**config.mk**
```make
export PLATFORM = sky130hd
export DESIGN_NAME = instr_fetch_flat
export DESIGN_NICKNAME = d
export VERILOG_FILES = /design/src/rtl/instr_fetch_if.sv /design/src/rtl/instr_fetch.sv /design/src/flat_wrapper.sv
export SDC_FILE = /design/constraint.sdc
export NUM_CORES = 1
export LEC_CHECK = 0
export CAP_MARGIN = 20
export CELL_PAD_IN_SITES_DETAIL_PLACEMENT = 2
export CELL_PAD_IN_SITES_GLOBAL_PLACEMENT = 2
export CORE_MARGIN = 4
export CORE_UTILIZATION = 38
export CTS_CLUSTER_DIAMETER = 80
export DETAILED_ROUTE_END_ITERATION = 8
export PLACE_DENSITY_LB_ADDON = 0.1
export SYNTH_ARGS = -nofsm -noshare
export SYNTH_HDL_FRONTEND = slang
export SYNTH_SLANG_ARGS = --single-unit
```
**constraint.sdc**
```tcl
create_clock -name clk -period 3.2 [get_ports clk]
set_clock_uncertainty 0.05 [all_clocks]
set_input_delay 0.64 -clock clk [delete_from_list [all_inputs] [get_ports clk]]
set_output_delay 0.64 -clock clk [all_outputs]
set_load 0.1 [all_outputs]
```
**src/rtl/instr_fetch_if.sv**
```systemverilog
// Fetch-unit bus bundle: instruction-memory req/gnt/rvalid channel, core redirect,
// and the instruction valid/ready handshake toward the core.
interface instr_fetch_if;
    logic        imem_req;
    logic [31:0] imem_addr;
    logic        imem_gnt;
    logic        imem_rvalid;
    logic [31:0] imem_rdata;
    logic        redirect;
    logic [31:0] redirect_pc;
    logic        instr_valid;
    logic [31:0] instr;
    logic [31:0] instr_pc;
    logic        instr_ready;

    modport master (
        output imem_req,
        output imem_addr,
        input  imem_gnt,
        input  imem_rvalid,
        input  imem_rdata,
        input  redirect,
        input  redirect_pc,
        output instr_valid,
        output instr,
        output instr_pc,
        input  instr_ready
    );

    modport slave (
        input  imem_req,
        input  imem_addr,
        output imem_gnt,
        output imem_rvalid,
        output imem_rdata,
        output redirect,
        output redirect_pc,
        input  instr_valid,
        input  instr,
        input  instr_pc,
        output instr_ready
    );
endinterface

```
**src/rtl/instr_fetch.sv**
```systemverilog
// RV32I fetch front-end: one outstanding word read at a time, returned words
// buffered with their PCs in a small FIFO; a redirect flushes everything in flight.
//
// state    | meaning
// ---------+-------------------------------------------------------------
// IDLE     | no request outstanding; issue one when the FIFO has room
// WAIT_GNT | imem_req high, address held until imem_gnt
// WAIT_RD  | request accepted, waiting for imem_rvalid
module instr_fetch #(
    parameter logic [31:0] RESET_PC = 32'h0000_0000,
    parameter int          DEPTH    = 2
) (
    input  logic          clk,
    input  logic          n_rst,
    instr_fetch_if.master bus
);

    localparam int          AW   = (DEPTH > 1) ? $clog2(DEPTH) : 1;
    localparam logic [AW:0] FULL = (AW + 1)'(DEPTH);

    typedef enum logic [1:0] {
        IDLE     = 2'd0,
        WAIT_GNT = 2'd1,
        WAIT_RD  = 2'd2
    } state_t;

    state_t        state_q, state_d;
    logic [31:0]   fetch_pc_q, fetch_pc_d;
    logic [31:0]   req_pc_q, req_pc_d;
    logic          discard_q, discard_d;
    logic [AW:0]   count_q, count_d;
    logic [AW-1:0] wr_ptr_q, wr_ptr_d;
    logic [AW-1:0] rd_ptr_q, rd_ptr_d;
    logic [31:0]   fifo_pc_q   [DEPTH];
    logic [31:0]   fifo_pc_d   [DEPTH];
    logic [31:0]   fifo_word_q [DEPTH];
    logic [31:0]   fifo_word_d [DEPTH];

    logic push;
    logic pop;

    always_comb begin
        state_d     = state_q;
        fetch_pc_d  = fetch_pc_q;
        req_pc_d    = req_pc_q;
        discard_d   = discard_q;
        count_d     = count_q;
        wr_ptr_d    = wr_ptr_q;
        rd_ptr_d    = rd_ptr_q;
        fifo_pc_d   = fifo_pc_q;
        fifo_word_d = fifo_word_q;
        push        = 1'b0;
        pop         = (count_q != '0) && bus.instr_ready;

        // Issue decision uses the registered count only, so instr_ready never
        // reaches the request path combinationally.
        case (state_q)
            IDLE: begin
                if (count_q < FULL) begin
                    state_d  = WAIT_GNT;
                    req_pc_d = fetch_pc_q;
                end
            end
            WAIT_GNT: begin
                if (bus.imem_gnt) begin
                    state_d = WAIT_RD;
                    if (!discard_q) begin
                        fetch_pc_d = fetch_pc_q + 32'd4;
                    end
                end
            end
            WAIT_RD: begin
                if (bus.imem_rvalid) begin
                    state_d = IDLE;
                    if (discard_q) begin
                        discard_d = 1'b0;
                    end else begin
                        push = 1'b1;
                    end
                end
            end
            default: state_d = IDLE;
        endcase

        // Redirect overrides everything; a granted-but-unreturned request
        // cannot be retracted, so its response is marked for dropping.
        if (bus.redirect) begin
            pop        = 1'b0;
            push       = 1'b0;
            fetch_pc_d = bus.redirect_pc & 32'hFFFF_FFFC;
            case (state_q)
                IDLE: begin
                    state_d  = IDLE;
                    req_pc_d = req_pc_q;
                end
                WAIT_GNT: discard_d = 1'b1;
                WAIT_RD:  discard_d = !bus.imem_rvalid;
                default:  discard_d = 1'b0;
            endcase
        end

        if (bus.redirect) begin
            count_d  = '0;
            wr_ptr_d = '0;
            rd_ptr_d = '0;
        end else begin
            if (push) begin
                fifo_pc_d[wr_ptr_q]   = req_pc_q;
                fifo_word_d[wr_ptr_q] = bus.imem_rdata;
                wr_ptr_d              = wr_ptr_q + AW'(1);
            end
            if (pop) begin
                rd_ptr_d = rd_ptr_q + AW'(1);
            end
            case ({push, pop})
                2'b10:   count_d = count_q + (AW + 1)'(1);
                2'b01:   count_d = count_q - (AW + 1)'(1);
                default: count_d = count_q;
            endcase
        end
    end

    always_ff @(posedge clk or negedge n_rst) begin
        if (!n_rst) begin
            state_q    <= IDLE;
            fetch_pc_q <= RESET_PC;
            req_pc_q   <= RESET_PC;
            discard_q  <= 1'b0;
            count_q    <= '0;
            wr_ptr_q   <= '0;
            rd_ptr_q   <= '0;
            for (int i = 0; i < DEPTH; i++) begin
                fifo_pc_q[i]   <= '0;
                fifo_word_q[i] <= '0;
            end
        end else begin
            state_q     <= state_d;
            fetch_pc_q  <= fetch_pc_d;
            req_pc_q    <= req_pc_d;
            discard_q   <= discard_d;
            count_q     <= count_d;
            wr_ptr_q    <= wr_ptr_d;
            rd_ptr_q    <= rd_ptr_d;
            fifo_pc_q   <= fifo_pc_d;
            fifo_word_q <= fifo_word_d;
        end
    end

    assign bus.imem_req    = (state_q == WAIT_GNT);
    assign bus.imem_addr   = req_pc_q;
    assign bus.instr_valid = (count_q != '0);
    assign bus.instr       = fifo_word_q[rd_ptr_q];
    assign bus.instr_pc    = fifo_pc_q[rd_ptr_q];

endmodule

```
**src/flat_wrapper.sv**
```systemverilog
// flat-port wrapper written by rule: the top's interface ports become plain ports
module instr_fetch_flat 
#(
    parameter logic [31:0] RESET_PC = 32'h0000_0000,
    parameter int          DEPTH    = 2
)
  (clk, n_rst, bus_imem_req, bus_imem_addr, bus_imem_gnt, bus_imem_rvalid, bus_imem_rdata, bus_redirect, bus_redirect_pc, bus_instr_valid, bus_instr, bus_instr_pc, bus_instr_ready);
  instr_fetch_if bus_i ();
  input  logic clk;
  input  logic n_rst;
  output wire logic [$bits(bus_i.imem_req)-1:0] bus_imem_req;
  output wire logic [$bits(bus_i.imem_addr)-1:0] bus_imem_addr;
  input wire logic [$bits(bus_i.imem_gnt)-1:0] bus_imem_gnt;
  input wire logic [$bits(bus_i.imem_rvalid)-1:0] bus_imem_rvalid;
  input wire logic [$bits(bus_i.imem_rdata)-1:0] bus_imem_rdata;
  input wire logic [$bits(bus_i.redirect)-1:0] bus_redirect;
  input wire logic [$bits(bus_i.redirect_pc)-1:0] bus_redirect_pc;
  output wire logic [$bits(bus_i.instr_valid)-1:0] bus_instr_valid;
  output wire logic [$bits(bus_i.instr)-1:0] bus_instr;
  output wire logic [$bits(bus_i.instr_pc)-1:0] bus_instr_pc;
  input wire logic [$bits(bus_i.instr_ready)-1:0] bus_instr_ready;
  assign bus_imem_req = bus_i.imem_req;
  assign bus_imem_addr = bus_i.imem_addr;
  assign bus_i.imem_gnt = bus_imem_gnt;
  assign bus_i.imem_rvalid = bus_imem_rvalid;
  assign bus_i.imem_rdata = bus_imem_rdata;
  assign bus_i.redirect = bus_redirect;
  assign bus_i.redirect_pc = bus_redirect_pc;
  assign bus_instr_valid = bus_i.instr_valid;
  assign bus_instr = bus_i.instr;
  assign bus_instr_pc = bus_i.instr_pc;
  assign bus_i.instr_ready = bus_instr_ready;
  instr_fetch #(.RESET_PC(RESET_PC), .DEPTH(DEPTH)) u_core (.clk(clk), .n_rst(n_rst), .bus(bus_i));
endmodule
```
* Word level (Yosys, flattened, before mapping) *
Cells that the tools add are included.

word-level totals
  register bits after elaboration = 199
  bits of input ports = 70
  output and inout port bits = 98
  word-level logic and storage cells = 80

operators by class
  add/subtract/negate cells = 5
  magnitude comparators = 4
  equal/unequal tests = 6
  muxes and demuxes = 39
  bitwise operators = 3
  reductions and logical operators = 12

operator list
  kind                     number
  $mux W32                 15
  $bwmux W64               2
  $add A32 B3 Y32 const B  1
  $demux W32 S1            1
  $mux W1                  12
  $mux W2                  6
  $reduce_bool A2 Y1       5
  $pmux W2 S3              1
  $eq A2 B1 Y1 const B     2
  $eq A2 B2 Y1 const B     2
  $ge A2 B2 Y1 const B     2
  $ne A2 B2 Y1 const B     2
  $not A1 Y2               2
  $pmux W2 S2              1
  $pmux W1 S3              1
  $reduce_and A3 Y1        1
  $reduce_bool A3 Y1       1
  $add A1 B1 Y1 const B    2
  $add A2 B1 Y2 const B    1
  $logic_and A1 B1 Y1      2
  $logic_not A2 Y1         1
  $lt A2 B1 Y1 const B     1
  $lt A2 B2 Y1 const B     1
  $reduce_and A2 Y1        1
  other kinds (3)          3

* Longest topological paths before layout *
  word-level depth = 7
  gate-level depth with buffers = 6
  mapped depth without buffers = 5

* Worst setup path after synthesis *
OpenSTA, ideal clock, no wires.

  kind = reg2out
  from = reg u_core.rd_ptr_q
  to = out bus_instr[18]
  arrival time = 1.520 ns
  data required time = 2.510 ns
  setup slack = 0.990 ns
  stages on the path, launching flop included = 4
  path buffers = 2
  path through = dfrtp_1 > clkbuf_1 > buf_1 > mux2_2

on the way
  cells in the longest elaborated chain, start to end = 4

RTL lines
  what                                          RTL line            text
  from (decl)                                   instr_fetch.sv:33   logic [AW-1:0] rd_ptr_q, rd_ptr_d;
  from (signal assigned)                        instr_fetch.sv:143  rd_ptr_q <= rd_ptr_d;
  $not A1 Y2 (not written as such)              instr_fetch.sv:152  assign bus.instr = fifo_word_q[rd_ptr_q];
  $mux W32 (not written as such) (3 in series)  instr_fetch.sv:152
  to (decl)                                     flat_wrapper.sv:19  output wire logic [$bits(bus_i.instr)-1:0] bus_instr;

Every way passes these cells. The select of a mux whose other input is x is not followed.

* Final worst setup path *
  from = reg u_core.rd_ptr_q
  to = out bus_instr_pc[2]

on the way
  cells in the longest elaborated chain, start to end = 4

RTL lines
  what                                          RTL line            text
  $not A1 Y2 (not written as such)              instr_fetch.sv:153  assign bus.instr_pc = fifo_pc_q[rd_ptr_q];
  $mux W32 (not written as such) (3 in series)  instr_fetch.sv:153
  to (decl)                                     flat_wrapper.sv:20  output wire logic [$bits(bus_i.instr_pc)-1:0] bus_instr_pc;

Every way passes these cells. The select of a mux whose other input is x is not followed.

==> impl_metrics.env <==
export IMPL_outcome="finished, final reports clean"
export IMPL_drtPass1Iterations=5
export IMPL_rows=54
export IMPL_avgViaCountPerCell=5.35
export IMPL_drive_gt1_share_pct=46.1
export IMPL_synth_edf_count=0
export IMPL_area_growth_pct=26.5
export IMPL_r2r_slack_ps=1010
export IMPL_hold_path_class="input pin to asynchronous set/reset pin"
export IMPL_die_area_sq_um=25100
export IMPL_post_place_ws_ps=348
export IMPL_max_stage_delay_ps=470
export IMPL_clk_latency_ps=440
export IMPL_path_delay_family="buffers and inverters"
export IMPL_period_minus_slack_ps=2620
export IMPL_synthXorXnorAreaFrac_pct=1.22
export IMPL_synth_top_family_by_area="multiplexers"
export IMPL_worstPathMaxFanout=38
export IMPL_grt_pass1_vias=6720
export IMPL_rr_worst_depth=4
export IMPL_drc=0
export IMPL_synth_simple_area_share_pct=7.55
export IMPL_tns_ps=0
export IMPL_rr_startpoint="u_core.state_q[0]"
export IMPL_io_pins=168
export IMPL_synth_compound_area_share_pct=4.24
export IMPL_n_antenna_cell=0
export IMPL_max_freq_mhz=381
export IMPL_cts_root_buf="clkbuf_16"
export IMPL_syn_inst=630
export IMPL_drv_cap=0
export IMPL_final_nets=858
export IMPL_cts_resized=0
export IMPL_ys_ff_latch=191
export IMPL_drtIter0Drc=219
export IMPL_critPathKind="register to output port"
export IMPL_postCtsSetupBuffers=0
export IMPL_fin_crit_sh_pct=81.9
export IMPL_grt_start_max_net_pins=75
export IMPL_place_hpwl_um=15700
export IMPL_yosysSeqAreaShare_pct=55.6
export IMPL_critPathMostFrequentCell="buf_4"
export IMPL_fin_ws_ps=578
export IMPL_setup_viol=0
export IMPL_drt_wl_total_um=23000
export IMPL_postRouteAntennaNets=0
export IMPL_postSynthAreaPerCell_sq_um=13.6
export IMPL_grt_usage_pct=18.7
export IMPL_hold_ws_ps=169
export IMPL_startpoint_type="register"
export IMPL_start_util_pct=39.0
export IMPL_hold_viol=0
export IMPL_r2r_end="u_core.fifo_word_q[58]"
export IMPL_numClockSinks=191
export IMPL_relSlewSlack_pct=59.8
export IMPL_cts_tree="built"
export IMPL_yosys_area_share_adder_pct=0.146
export IMPL_worstPathArrival_ps=1930
export IMPL_clk_transition_reported_paths_ps=70
export IMPL_antenna_found_initial=0
export IMPL_slowest_stage="buf_4"
export IMPL_yosys_warnings=0
export IMPL_cp_startpoint="u_core.rd_ptr_q"
export IMPL_path_cells="buf_4 -> mux2_2 -> buf_4"
export IMPL_grt_pass1_wl_um=36800
export IMPL_gp_congestion=0.743
export IMPL_grt_ovfl_total=0
export IMPL_port_buffers=161
export IMPL_slew_violations=0
export IMPL_numCtsBuffers=17
export IMPL_core_area_sq_um=22000
export IMPL_worstPathRequired_ps=2510
export IMPL_end_kind="output port"
export IMPL_routedWlPerCell_um=21.3
export IMPL_rsz0062_at_grt="false"
export IMPL_die_y_um=158
export IMPL_postCtsHoldBufs=0
export IMPL_dieWidth_um=158
export IMPL_worstMarginPinSlew_ps=603
export IMPL_critical_path_buf_inv_count=2
export IMPL_clockBufferDepth=2
export IMPL_async_reset_ff_share_pct=100
export IMPL_ys_flop_type="dfrtp_1"
export IMPL_routed_via_count=5782
export IMPL_synth_area_sq_um=8590
export IMPL_synthMuxAreaShare_pct=28.6
export IMPL_ys_types=50
export IMPL_cts_max_level=4
==> layout make-up <==
cell class                 instances  area, sq um
clock buffer                      20          457
clock inverter                    12          126
fill                            2107        11200
inverter                           5         18.8
multi-input combinational        398         3620
sequential                       191         4780
tap                              280          350
timing repair buffer             174         1520
==> worst reg2reg max path: stages (launching register included) <==
cell	delay [ps]
dfrtp_1	460
nand4bb_1	420
nor3_4	290
buf_4	440
mux2_2	420
==> placed cells by master, fill, tap and decap left out, types with 9 or more instances in the layout <==
cell type        count
a31oi_1             17
buf_4              104
clkbuf_16           17
clkdlybuf4s50_1     66
dfrtp_1            190
mux2_2             212
nand2_1             22
nand3_1              9
nor2_1              22
o21ai_0             19
or4_1                9
xor2_1               9
==> routing by layer <==
metal  track usage (%)  up-vias  part of all wire, %
li1                  -     2598                    -
met1              22.7     3047                   41
met2              33.5      110                   53
met3              4.19       27                  4.0
met4              5.08        0                  1.6
met5                 0        -                    0
==> worst max-delay path by stage <==
| stage | end | depth (start not counted) |
|---|---|---|
| 6_report | bus_instr_pc[2] | 3 |
| 4_1_cts | bus_instr_pc[2] | 3 |
| 3_5_place_dp | u_core.fetch_pc_q[22] | 5 |
| 5_1_grt | bus_instr_pc[18] | 3 |
| 2_1_floorplan | bus_instr[18] | 3 |
| 3_3_place_gp | u_core.fetch_pc_q[28] | 5 |
==> cell usage after synthesis (2+ instances only) <==
master	count	area (sq um)
mux2i_1	2	20.0
nand4_4	3	63.8
o31a_1	2	17.5
xnor2_1	3	26.3
and3_1	4	25.0
and4_1	4	35.0
or3_1	6	37.5
nand4_1	8	50.1
nor4_1	3	18.8
nand3_1	9	45.0
mux2_1	4	45.0
nand2_1	23	86.3
mux2_2	212	2390
o211ai_1	2	15.0
or3_2	2	15.0
inv_1	4	15.0
a31oi_1	17	106
and2_1	3	18.8
clkbuf_1	12	45.0
or2_2	2	12.5
o31ai_1	8	60.1
buf_4	5	37.5
buf_2	18	90.1
dfrtp_1	191	4780
o21ai_0	19	95.1
o221a_2	2	22.5
buf_1	2	7.51
xor2_1	9	78.8
nor2_1	22	82.6
or4_1	9	67.6
==> stage by stage <==
| step | area, sq um | std cells | util, % |
|---|---|---|---|
| final | 10900 | 1080 | 49.3 |
| after global routing | 10900 | 1080 | 49.3 |
| after CTS | 10900 | 1080 | 49.3 |
| after detailed placement | 10300 | 1048 | 46.7 |
| after global placement | 10300 | 1048 | 46.7 |
| after floorplan | 8600 | 633 | - |
==> state kept, by name, indices dropped and copies added, names as in the netlist <==
register / count
u_core.fifo_word_q: 64
u_core.count_q: 2
u_core.rd_ptr_q: 1
u_core.discard_q: 1
u_core.wr_ptr_q: 1
u_core.fifo_pc_q: 60
u_core.bus.imem_addr: 30
u_core.fetch_pc_q: 30
u_core.state_q: 2
==> kinds of logic (layout without fill, tap and decap cells) <==
kind of cell	Yosys count	after routing
DFF	191	191
buffers and inverters	44	211
AOI/OAI and AO/OA	56	56
and+or+nand+nor	107	107
xor gates and xnor gates	12	12
other	1	4
adders and majority gates	1	1
muxes	218	218
Power is not shown: default switching activity piles up to over one toggle a cycle in this logic, so the estimate is an artifact.
